<file path="src/rtl/bonsai_run_feeder_if.sv">
// Key-stream handshake into the run feeder: the producer drives key/last/valid, the feeder returns ready.
interface bonsai_run_feeder_if #(
  parameter int DATA_W = 32
);
  logic              i_valid;
  logic [DATA_W-1:0] i_data;
  logic              i_last;
  logic              o_ready;

  modport master (output i_valid, i_data, i_last, input o_ready);
  modport slave  (input i_valid, i_data, i_last, output o_ready);
endinterface

</file>
<file path="src/rtl/bonsai_run_feeder.sv">
// Cuts a nonzero key stream into nondecreasing, zero-terminated runs written alternately to the A/B merge FIFOs.
// Optional per-run length limit of MAX_RUN keys: define BONSAI_RUN_FEEDER_MAXLEN_EN.
module bonsai_run_feeder #(
  parameter int DATA_W  = 32,
  parameter int MAX_RUN = 1024,
  parameter int CNT_W   = 16
) (
  input  logic               i_clk,
  input  logic               i_rst_n,
  bonsai_run_feeder_if.slave s_in,
  input  logic               i_fifo_a_full,
  input  logic               i_fifo_b_full,
  output logic               o_wr_a,
  output logic               o_wr_b,
  output logic [DATA_W-1:0]  o_data,
  output logic [CNT_W-1:0]   o_runs,
  output logic               o_done,
  output logic               o_err
);
  typedef enum logic [2:0] {S_IDLE, S_RUN, S_TERM, S_PAD, S_DONE} state_e;

  state_e            state_q, state_d;
  logic [DATA_W-1:0] data_q, data_d;
  logic [DATA_W-1:0] last_q, last_d;
  logic              side_q, side_d;
  logic              pend_q, pend_d;
  logic              eos_q, eos_d;
  logic              err_q, err_d;
  logic [CNT_W-1:0]  runs_q, runs_d;
  logic              wr_done, free, brk, ready, accept, key_zero, len_hit;

  assign o_wr_a  = pend_q & ~side_q & ~i_fifo_a_full;
  assign o_wr_b  = pend_q &  side_q & ~i_fifo_b_full;
  assign o_data  = data_q;
  assign o_runs  = runs_q;
  assign o_done  = (state_q == S_DONE);
  assign o_err   = err_q;

  assign wr_done  = o_wr_a | o_wr_b;
  assign free     = ~pend_q | wr_done;
  assign key_zero = (s_in.i_data == '0);

`ifdef BONSAI_RUN_FEEDER_MAXLEN_EN
  localparam int LEN_W = $clog2(MAX_RUN + 1);
  logic [LEN_W-1:0] len_q, len_d;
  assign len_hit = (len_q >= LEN_W'(MAX_RUN));

  always_ff @(posedge i_clk or negedge i_rst_n) begin
    if (!i_rst_n) len_q <= '0;
    else          len_q <= len_d;
  end

  // Counts nonzero keys in the open run; cleared whenever a terminator lands.
  always_comb begin
    len_d = len_q;
    if (state_q == S_TERM && wr_done)
      len_d = '0;
    else if (accept && !key_zero && (state_q == S_IDLE || state_q == S_RUN))
      len_d = (state_q == S_IDLE) ? LEN_W'(1) : len_q + LEN_W'(1);
  end
`else
  assign len_hit = 1'b0;
  // MAX_RUN has no effect while runs are unbounded.
  if (MAX_RUN < 1) begin : g_max_run_ignored
  end
`endif

  // Zero keys never break a run: they are dropped and only flag o_err.
  assign brk    = (state_q == S_RUN) & s_in.i_valid & ~key_zero &
                  ((s_in.i_data < last_q) | len_hit);
  assign ready  = i_rst_n & ((state_q == S_IDLE) | (state_q == S_RUN)) & free & ~brk & ~eos_q;
  assign accept = s_in.i_valid & ready;
  assign s_in.o_ready = ready;

  always_ff @(posedge i_clk or negedge i_rst_n) begin
    if (!i_rst_n) begin
      state_q <= S_IDLE;
      data_q  <= '0;
      last_q  <= '0;
      side_q  <= 1'b0;
      pend_q  <= 1'b0;
      eos_q   <= 1'b0;
      err_q   <= 1'b0;
      runs_q  <= '0;
    end else begin
      state_q <= state_d;
      data_q  <= data_d;
      last_q  <= last_d;
      side_q  <= side_d;
      pend_q  <= pend_d;
      eos_q   <= eos_d;
      err_q   <= err_d;
      runs_q  <= runs_d;
    end
  end

  always_comb begin
    state_d = state_q;
    data_d  = data_q;
    last_d  = last_q;
    side_d  = side_q;
    pend_d  = pend_q & ~wr_done;
    eos_d   = eos_q;
    err_d   = err_q | (accept & key_zero);
    runs_d  = runs_q;

    case (state_q)
      S_IDLE: begin
        if (accept) begin
          if (!key_zero) begin
            data_d  = s_in.i_data;
            last_d  = s_in.i_data;
            pend_d  = 1'b1;
            eos_d   = s_in.i_last;
            state_d = S_RUN;
          end else if (s_in.i_last) begin
            eos_d = 1'b1;
            // Nothing open to close: only the run-count parity decides whether B needs a pad.
            if (runs_q[0]) begin
              data_d  = '0;
              side_d  = 1'b1;
              pend_d  = 1'b1;
              state_d = S_PAD;
            end else begin
              state_d = S_DONE;
            end
          end
        end
      end
      S_RUN: begin
        if ((brk | eos_q) & free) begin
          data_d  = '0;
          pend_d  = 1'b1;
          state_d = S_TERM;
        end else if (accept) begin
          eos_d = s_in.i_last;
          if (!key_zero) begin
            data_d = s_in.i_data;
            last_d = s_in.i_data;
            pend_d = 1'b1;
          end
        end
      end
      S_TERM: begin
        if (wr_done) begin
          side_d = ~side_q;
          runs_d = runs_q + CNT_W'(1);
          if (!eos_q) begin
            state_d = S_IDLE;
          end else if (!runs_q[0]) begin
            data_d  = '0;
            side_d  = 1'b1;
            pend_d  = 1'b1;
            state_d = S_PAD;
          end else begin
            state_d = S_DONE;
          end
        end
      end
      S_PAD: begin
        if (wr_done) begin
          runs_d  = runs_q + CNT_W'(1);
          state_d = S_DONE;
        end
      end
      S_DONE: begin
      end
      default: state_d = S_IDLE;
    endcase
  end
endmodule
</file>
<file path="src/flat_wrapper.sv">
// flat-port wrapper written by rule: the top's interface ports become plain ports
module bonsai_run_feeder_flat 
#(
  parameter int DATA_W  = 32,
  parameter int MAX_RUN = 1024,
  parameter int CNT_W   = 16
)
  (i_clk, i_rst_n, i_fifo_a_full, i_fifo_b_full, o_wr_a, o_wr_b, o_data, o_runs, o_done, o_err, s_in_i_valid, s_in_i_data, s_in_i_last, s_in_o_ready);
  bonsai_run_feeder_if #(.DATA_W(DATA_W)) s_in_i ();
  input  logic i_clk;
  input  logic i_rst_n;
  input  logic i_fifo_a_full;
  input  logic i_fifo_b_full;
  output logic o_wr_a;
  output logic o_wr_b;
  output logic [DATA_W-1:0] o_data;
  output logic [CNT_W-1:0] o_runs;
  output logic o_done;
  output logic o_err;
  input wire logic [$bits(s_in_i.i_valid)-1:0] s_in_i_valid;
  input wire logic [$bits(s_in_i.i_data)-1:0] s_in_i_data;
  input wire logic [$bits(s_in_i.i_last)-1:0] s_in_i_last;
  output wire logic [$bits(s_in_i.o_ready)-1:0] s_in_o_ready;
  assign s_in_i.i_valid = s_in_i_valid;
  assign s_in_i.i_data = s_in_i_data;
  assign s_in_i.i_last = s_in_i_last;
  assign s_in_o_ready = s_in_i.o_ready;
  bonsai_run_feeder #(.DATA_W(DATA_W), .MAX_RUN(MAX_RUN), .CNT_W(CNT_W)) u_core (.i_clk(i_clk), .i_rst_n(i_rst_n), .s_in(s_in_i), .i_fifo_a_full(i_fifo_a_full), .i_fifo_b_full(i_fifo_b_full), .o_wr_a(o_wr_a), .o_wr_b(o_wr_b), .o_data(o_data), .o_runs(o_runs), .o_done(o_done), .o_err(o_err));
endmodule
</file>
<file path="config.mk">
export PLATFORM = sky130hd
export DESIGN_NAME = bonsai_run_feeder_flat
export DESIGN_NICKNAME = d
export VERILOG_FILES = /design/src/rtl/bonsai_run_feeder_if.sv /design/src/rtl/bonsai_run_feeder.sv /design/src/flat_wrapper.sv
export SDC_FILE = /design/constraint.sdc
export NUM_CORES = 1
export LEC_CHECK = 0
export CAP_MARGIN = 5
export CORE_MARGIN = 3
export CORE_UTILIZATION = 30
export DETAILED_ROUTE_END_ITERATION = 6
export GPL_ROUTABILITY_DRIVEN = 1
export MAX_ROUTING_LAYER = met4
export PLACE_DENSITY = 0.53
export SLEW_MARGIN = 20
export SYNTH_ARGS = -nofsm -noshare
export SYNTH_HDL_FRONTEND = slang
export SYNTH_SLANG_ARGS = --single-unit
</file>
<file path="constraint.sdc">
create_clock -name i_clk -period 4.3 [get_ports i_clk]
set_input_delay 0.43 -clock i_clk [delete_from_list [all_inputs] [get_ports i_clk]]
set_output_delay 0.43 -clock i_clk [all_outputs]
set_load 0.02 [all_outputs]
</file>
# == After elaboration in Yosys (flattened, before gate mapping) ==
# Cells that the tools add are included.
# classes
add_sub_neg,1
bitwise,29
n_reduce_logical,12
eq_ne,19
magnitude_cmp,1
muxes,50
# ops
operator,n
2-to-1 mux 32 bit,13
case mux 32 bit (3 select lines),1
case mux 32 bit (2 select lines),1
logical NOT 32 bit,1
less-than comparator 32 bit,1
2-to-1 mux 3 bit,9
2-to-1 mux 1 bit,22
adder 16 x 1 -> 16 bit (second input constant),1
AND 1 bit,15
case mux 3 bit (5 select lines),1
!= test 2 x 1 -> 1 bit (second input constant),7
AND reduction 6 bit,2
NOT 1 bit,9
AND reduction 9 bit,1
!= test 2 bit (second input constant),4
equality test 3 x 2 -> 1 bit (second input constant),2
!= test 3 x 2 -> 1 bit (second input constant),2
!= test 3 bit (second input constant),2
OR 1 bit,5
AND reduction 5 bit,1
case mux 1 bit (2 select lines),2
AND reduction 2 bit,2
nonzero test 2 bit,2
equality test 3 x 1 -> 1 bit (second input constant),1
5 further kinds,5
# word_totals
input_bits,38
reg_bits,87
word_cells,120

# == Longest topological paths before layout ==
# Gate-level depths: netlist of run 1.
# logic_depth
word_depth,12
mapped_depth,11

# == Least setup slack after synthesis of run 1 ==
# No wires, ideal clock.
# synth_path
kind,input to register
from,input s_in_i_data[15]
to,register u_core.last_q[0]
t_required_ns,4.172
setup_time_ns,0.128
arrival_ns,2.695
stages,8
slack_ns,1.478
path_cell_list,ha_1 nand4_1 or4_1 o32ai_2 o21ai_1 a2111oi_4 buf_2 mux2_1
# synth_between
elab_chain_cells,11
word_cells_on_any_way,17
classes_between,order compare: 1; eq/ne: 1; mux: 4; bitwise: 9; reduce/logical: 2
# synth_rtl
element,line,source
"start, declared",flat_wrapper.sv:21,input wire logic [$bits(s_in_i.i_data)-1:0] s_in_i_data;
branches (longest 11 deep; another with less-than comparator 32 bit),-,
"end signal, assigned",bonsai_run_feeder.sv:88,last_q <= last_d;
"end, declared",bonsai_run_feeder.sv:24,"logic [DATA_W-1:0] last_q, last_d;"
# Several ways; the timed one is not identified. The select of a mux whose other input is x is not followed.
# A chain may end at the register's enable or synchronous reset.

# == Worst setup path after layout of run 1 ==
# layout_path
from,input s_in_i_data[13]
to,output s_in_o_ready
# layout_between
elab_chain_cells,7
word_cells_on_any_way,8
classes_between,order compare: 1; bitwise: 6; reduce/logical: 1
# layout_rtl
element,line,source
branches (longest 3 deep; another with less-than comparator 32 bit),-,
AND 1 bit *,bonsai_run_feeder.sv:69,assign brk = (state_q == S_RUN) & s_in.i_valid & ~key_zero &
NOT 1 bit *,bonsai_run_feeder.sv:71,assign ready = i_rst_n & ((state_q == S_IDLE) | (state_q == S_RUN)) & free & ~brk & ~eos_q;
AND 1 bit * (2 in a row),bonsai_run_feeder.sv:71,
"end, declared",flat_wrapper.sv:23,output wire logic [$bits(s_in_i.o_ready)-1:0] s_in_o_ready;
# Mark *: on every way between the ends.

==> metrics, run 1 <==
outcome complete, no violations; clk_lat worst skew 350 ps; GRT Total Usage 0.143; final slew viol count 0; PostCTS Resize Cnt 0; clk buf depth 2; #FFs+latches synth 87; pre-CTS setup slack 465 ps; WHS 50.5 ps; antenna-violating nets left 0; Final #Nets 585; part of the power in combinational logic 0.052; die area 0.0160 mm^2; Syn Inst Count 426; CP cell instances clkdlybuf4s50_1 -> ha_1 -> nand4_1 -> or4_1 -> o32ai_2 -> o21ai_1 -> nand2_1 -> and4b_1 -> clkdlybuf4s50_1; Final Cycle Share 0.897; Levels on crit path 9; crit path kind primary input to output port; vias per cell 4.94; max_slew headroom 0.507; port bufs 90; commonest non-fill, non-tap cell in the layout clkdlybuf4s50_1; synth unique cells 50; DP HPWL 7.73 mm; CTS tree built; area grow syn2layout 32.3%; Hold Fails Final Rpt 0; Crit Path Max Fanout 4; Clock Pin Slew Worst Setup and Hold Paths 60 ps; CP Buf/Inv Count 2; cell accounting for the most synthesized area dfrtp_1; critical path arrival 3430 ps; top cells by area, synth dfrtp_1 50%, ha_1 9.2%, a22o_1 6.6%; Syn Nets 496; most frequent CP cell clkdlybuf4s50_1; Worst VDD drop 0.156 mV; GP Congestion 0.774; predominant post-synthesis flop cell dfrtp_1; antenna violations before repair 0; row cnt 43; top cell type's share of synthesized area 0.499; core area 0.0140 mm^2; die width 127 um; drt first-iter violations 213; most frequent cells in the layout 89 x clkdlybuf4s50_1, 87 x dfrtp_1, 57 x nand2_1, 35 x inv_1, 33 x a22o_1; sw power 385 uW; register share of total power 0.478; Post-Synthesis Cell Area 0.00436 mm^2; Post-synth EDFFs 0; Setup TNS Final 0 ps; CTS Buf Count 9; drt drc 0; setup ws final 442 ps; CP peak stage delay 610 ps; synthesized area per cell 10.2 um^2; CTS hold repair buffers 0; fin crit period 3860 ps; Die Ht 127 um; sequential area share after synthesis 0.499; synth warn 0; power per cell area 296 mW/mm^2; root buffer cell clkbuf_16; CP max stage cell clkdlybuf4s50_1; switching power share of the total 0.225; startpoint types primary input; RSZ-0062 raised after global routing false; # clock sinks 87; Vias 3461; asr flop ratio synth 1.00; Worst Reg-to-Reg Cells 9; GRT overflow 0; cell leakage power 2.66 nW; Crit path max-delay family buffers and inverters; final WL 10.6 mm; Worst Setup End Kind output port; router iterations before antenna repair 7; maxcap violations 0; Int Power 1.33 mW; DR WL/cell 15.1 um; Post-CTS Repair Setup Buffers 0; share of layout cells above drive strength 1 0.0635; Final Skew 6.24 ps; Max Fclk 259 MHz; vias in the first global route 3514; Antenna Cells 0; largest net degree at the start of global routing 59; Initial Util 0.311; Layout Cell Area excl Fill 0.00577 mm^2; HP Class primary input to async pin; fill count 1355; required time worst endpoint 3870 ps; H-tree Lvls 3; Setup violations, final 0; global-route wire length before repair 17.8 mm; io pins 91; Worst-Margin Slew 729 ps; clock share of power 0.470; post-placement cell area 0.00547 mm^2
## worst paths after layout
check,from,to,slack (ps)
worst min register to register,u_core.o_runs[15],u_core.o_runs[15],470
worst max-delay path,s_in_i_data[13],s_in_o_ready,440
worst min-delay path,i_rst_n,u_core.o_data[31],50
max in group asynchronous,i_rst_n,u_core.last_q[10],3230
min in group i_clk,u_core.o_runs[15],u_core.o_runs[15],470
worst max register to register,u_core.last_q[15],u_core.last_q[0],1230
## registers in the layout, summed over array words and instances (netlist names)
name and flops:
u_core.last_q 32, u_core.o_data 32, u_core.o_runs 16, u_core.state_q 3, u_core.eos_q 1, u_core.o_err 1, u_core.pend_q 1, u_core.side_q 1
## final cells by class
type	instances	area, um^2	area share
sequential	87	2180	0.377
tap	180	225	0.0390
timing repair buffer	95	961	0.166
multi-input combinational	287	1970	0.341
clock buffer	10	239	0.0414
inverter	35	131	0.0228
clock inverter	6	68.8	0.0119
## per-layer routing
layer	GRT usage	vias to the layer above	part of all wire
li1	-	1709	-
met1	0.191	1656	0.49
met2	0.213	80	0.46
met3	0.0253	16	0.035
met4	0.0599	0	0.021
met5	-	-	0
## cell usage after synthesis (all sizes together) (2+ instances only)
cell type  instances
nand2b             2
mux2               2
nor2              18
xnor2             11
nor3               2
a21oi             16
o21ai             37
clkbuf             8
a31o               3
nand4             11
or2                2
and3               3
dfrtp             87
xor2               4
buf                9
o211a              2
nand2             57
a2111oi            4
a21o               6
inv               35
o211ai             3
ha                32
nand3             10
o21a               3
nor4               8
a22o              33
o31ai              2
## worst register-to-register path: stages (launching register included)
cell       delay [ps]
dfrtp_1           320
inv_1              50
ha_1              310
nand4_1           130
or4_1             560
o32ai_2           290
o21ai_1           170
a2111oi_4         530
buf_12            260
mux2_1            340
## power groups by stage
| stage | clock network, mW | logic, mW | registers [mW] |
|---|---|---|---|
| 2_1_floorplan | 0 | 0.0158 | 0.834 |
| 3_3_place_gp | 0 | 0.0894 | 0.834 |
| 3_5_place_dp | 0 | 0.0903 | 0.834 |
| 6_report | 0.805 | 0.0885 | 0.818 |
| 5_1_grt | 0.866 | 0.0997 | 0.817 |
| 4_1_cts | 0.837 | 0.0913 | 0.818 |
## metrics by stage
stage / power (mW) / utilization / std cells
after detailed placement: 0.924 / 0.389 / 684
after global routing: 1.78 / 0.411 / 700
after global placement: 0.923 / 0.389 / 684
after CTS: 1.75 / 0.411 / 700
after floorplan: 0.850 / - / 426
final: 1.71 / 0.411 / 700
## logic make-up after synthesis
logic type / after synthesis / share of synthesized area
AO/OA/AOI/OAI: 116 / 0.192
multiplexers: 3 / 0.00746
flip-flops: 87 / 0.499
buffers and inverters: 52 / 0.0490
AND/OR/NAND/NOR: 121 / 0.130
adder cells (fa/ha/maj): 32 / 0.0918
XOR/XNOR: 15 / 0.0301
(Power assumes the default switching activity.)
==> inputs of run 2 (changes only) <==
Settings changed: PLACE_DENSITY 0.53 to not set, TNS_END_PERCENT set to 50.
==> run 2 against run 1 <==
Cell area decreased by 0.13%. Combinational power hardly changed. Die area is the same. Critical endpoint unchanged.
==> metrics, run 2 (same netlist as run 1, synthesis figures left out) <==
max_slew headroom 0.368; drt drc 0; CP peak stage delay 560 ps; area grow syn2layout 32.2%; Hold Fails Final Rpt 0; Crit Path Max Fanout 4; CTS tree built; maxcap violations 0; Hold Path Origin u_core.o_err; WHS 468 ps; post-placement cell count 684; HP Class register to register; Worst-Margin Slew 948 ps; RSZ-0062 raised after global routing false; most frequent cells in the layout 89 x clkdlybuf4s50_1, 87 x dfrtp_1, 57 x nand2_1, 35 x inv_1, 33 x a22o_1; total power 1.74 mW; DP HPWL 7.87 mm; global-route wire length before repair 17.8 mm; Initial Util 0.311; Die Ht 127 um; PostCTS Resize Cnt 0; Setup TNS Final 0 ps; critical path arrival 3400 ps; outcome complete, no violations; die area 0.0160 mm^2; router iterations before antenna repair 4; clk_lat worst skew 340 ps; root buffer cell clkbuf_16; Crit path max-delay family compound AO/OA/AOI/OAI gates; Final #Nets 586; H-tree Lvls 3; Final Cycle Share 0.892; die width 127 um; core area 0.0140 mm^2; CP cell instances clkdlybuf4s50_1 -> ha_1 -> a21oi_1 -> nand2_1 -> a221o_1 -> a2111oi_2 -> nand2_1 -> and4b_1 -> clkdlybuf4s50_1; startpoint types primary input; pre-CTS setup slack 444 ps; # clock sinks 87; clk buf depth 2; largest net degree at the start of global routing 76; Layout Cell Area excl Fill 0.00577 mm^2; required time worst endpoint 3870 ps; setup ws final 466 ps; CTS Buf Count 9; Vias 3473; vias per cell 4.95; antenna-violating nets left 0; final slew viol count 0; CTS hold repair buffers 1; commonest non-fill, non-tap cell in the layout clkdlybuf4s50_1; power per cell area 301 mW/mm^2; vias in the first global route 3555; cell leakage power 2.66 nW; Final Skew 6.72 ps; drt first-iter violations 152; CP Buf/Inv Count 2; Post-CTS Repair Setup Buffers 0; row cnt 43; final WL 10.7 mm; share of layout cells above drive strength 1 0.0595; crit path kind primary input to output port; post-placement cell area 0.00544 mm^2; Setup violations, final 0; CP max stage cell a2111oi_2; GRT Total Usage 0.140; final core utilization 0.411; DR WL/cell 15.3 um; Worst Setup End Kind output port; Worst VDD drop 0.176 mV; count of non-filler cells in the finished layout 701; GRT overflow 0; io pins 91; Crit. Startpoint s_in_i_data[22]; Max Fclk 261 MHz; Antenna Cells 0; Crit Reg-Reg Startpoint u_core.last_q[13]; GP Congestion 0.856; port bufs 90; antenna violations before repair 0; Clock Pin Slew Worst Setup and Hold Paths 60 ps; fin crit period 3830 ps
==> run 2: area by class of cell <==
| type | instances | area (um^2) |
|---|---|---|
| clock inverter | 5 | 82.6 |
| clock buffer | 11 | 233 |
| multi-input combinational | 287 | 1970 |
| sequential | 87 | 2180 |
| tap | 180 | 225 |
| fill | 1355 | 8280 |
| inverter | 35 | 131 |
| timing repair buffer | 96 | 946 |
==> run 2: path summary, 6_finish.rpt <==
check	endpoint	slack (ps)	cells past startpoint
worst max-delay path	s_in_o_ready	470	9
worst min-delay path	u_core.o_err	470	1
worst max register to register	u_core.o_data[22]	1130	9
worst min register to register	u_core.o_err	470	1
max in group asynchronous	u_core.o_runs[0]	2620	3
min in group asynchronous	u_core.last_q[6]	490	2
==> run 2: layer usage <==
| metal | global-route usage | part of all wire | vias to the layer above | wire length [um] |
|---|---|---|---|---|
| met5 | - | 0 | - | 0 |
| met3 | 0.0379 | 0.050 | 12 | 536 |
| met2 | 0.220 | 0.47 | 71 | 5030 |
| met4 | 0.0397 | 0.013 | 0 | 137 |
| met1 | 0.179 | 0.47 | 1680 | 5010 |
| li1 | - | - | 1710 | - |
==> run 2: power by group <==
part           switching, mW  internal [mW]  total, mW
Sequential                 0          0.818      0.818
Clock                  0.319          0.510      0.829
Combinational         0.0482         0.0404     0.0886
==> run 2: worst register-to-register path, cell delays in order, from the launching register on <==
cell and delay, ps:
dfrtp_1 330, inv_1 50, ha_1 300, nand4_1 140
or4_1 570, o32ai_2 310, o21ai_1 170, a2111oi_4 500
buf_4 490, a22o_1 260
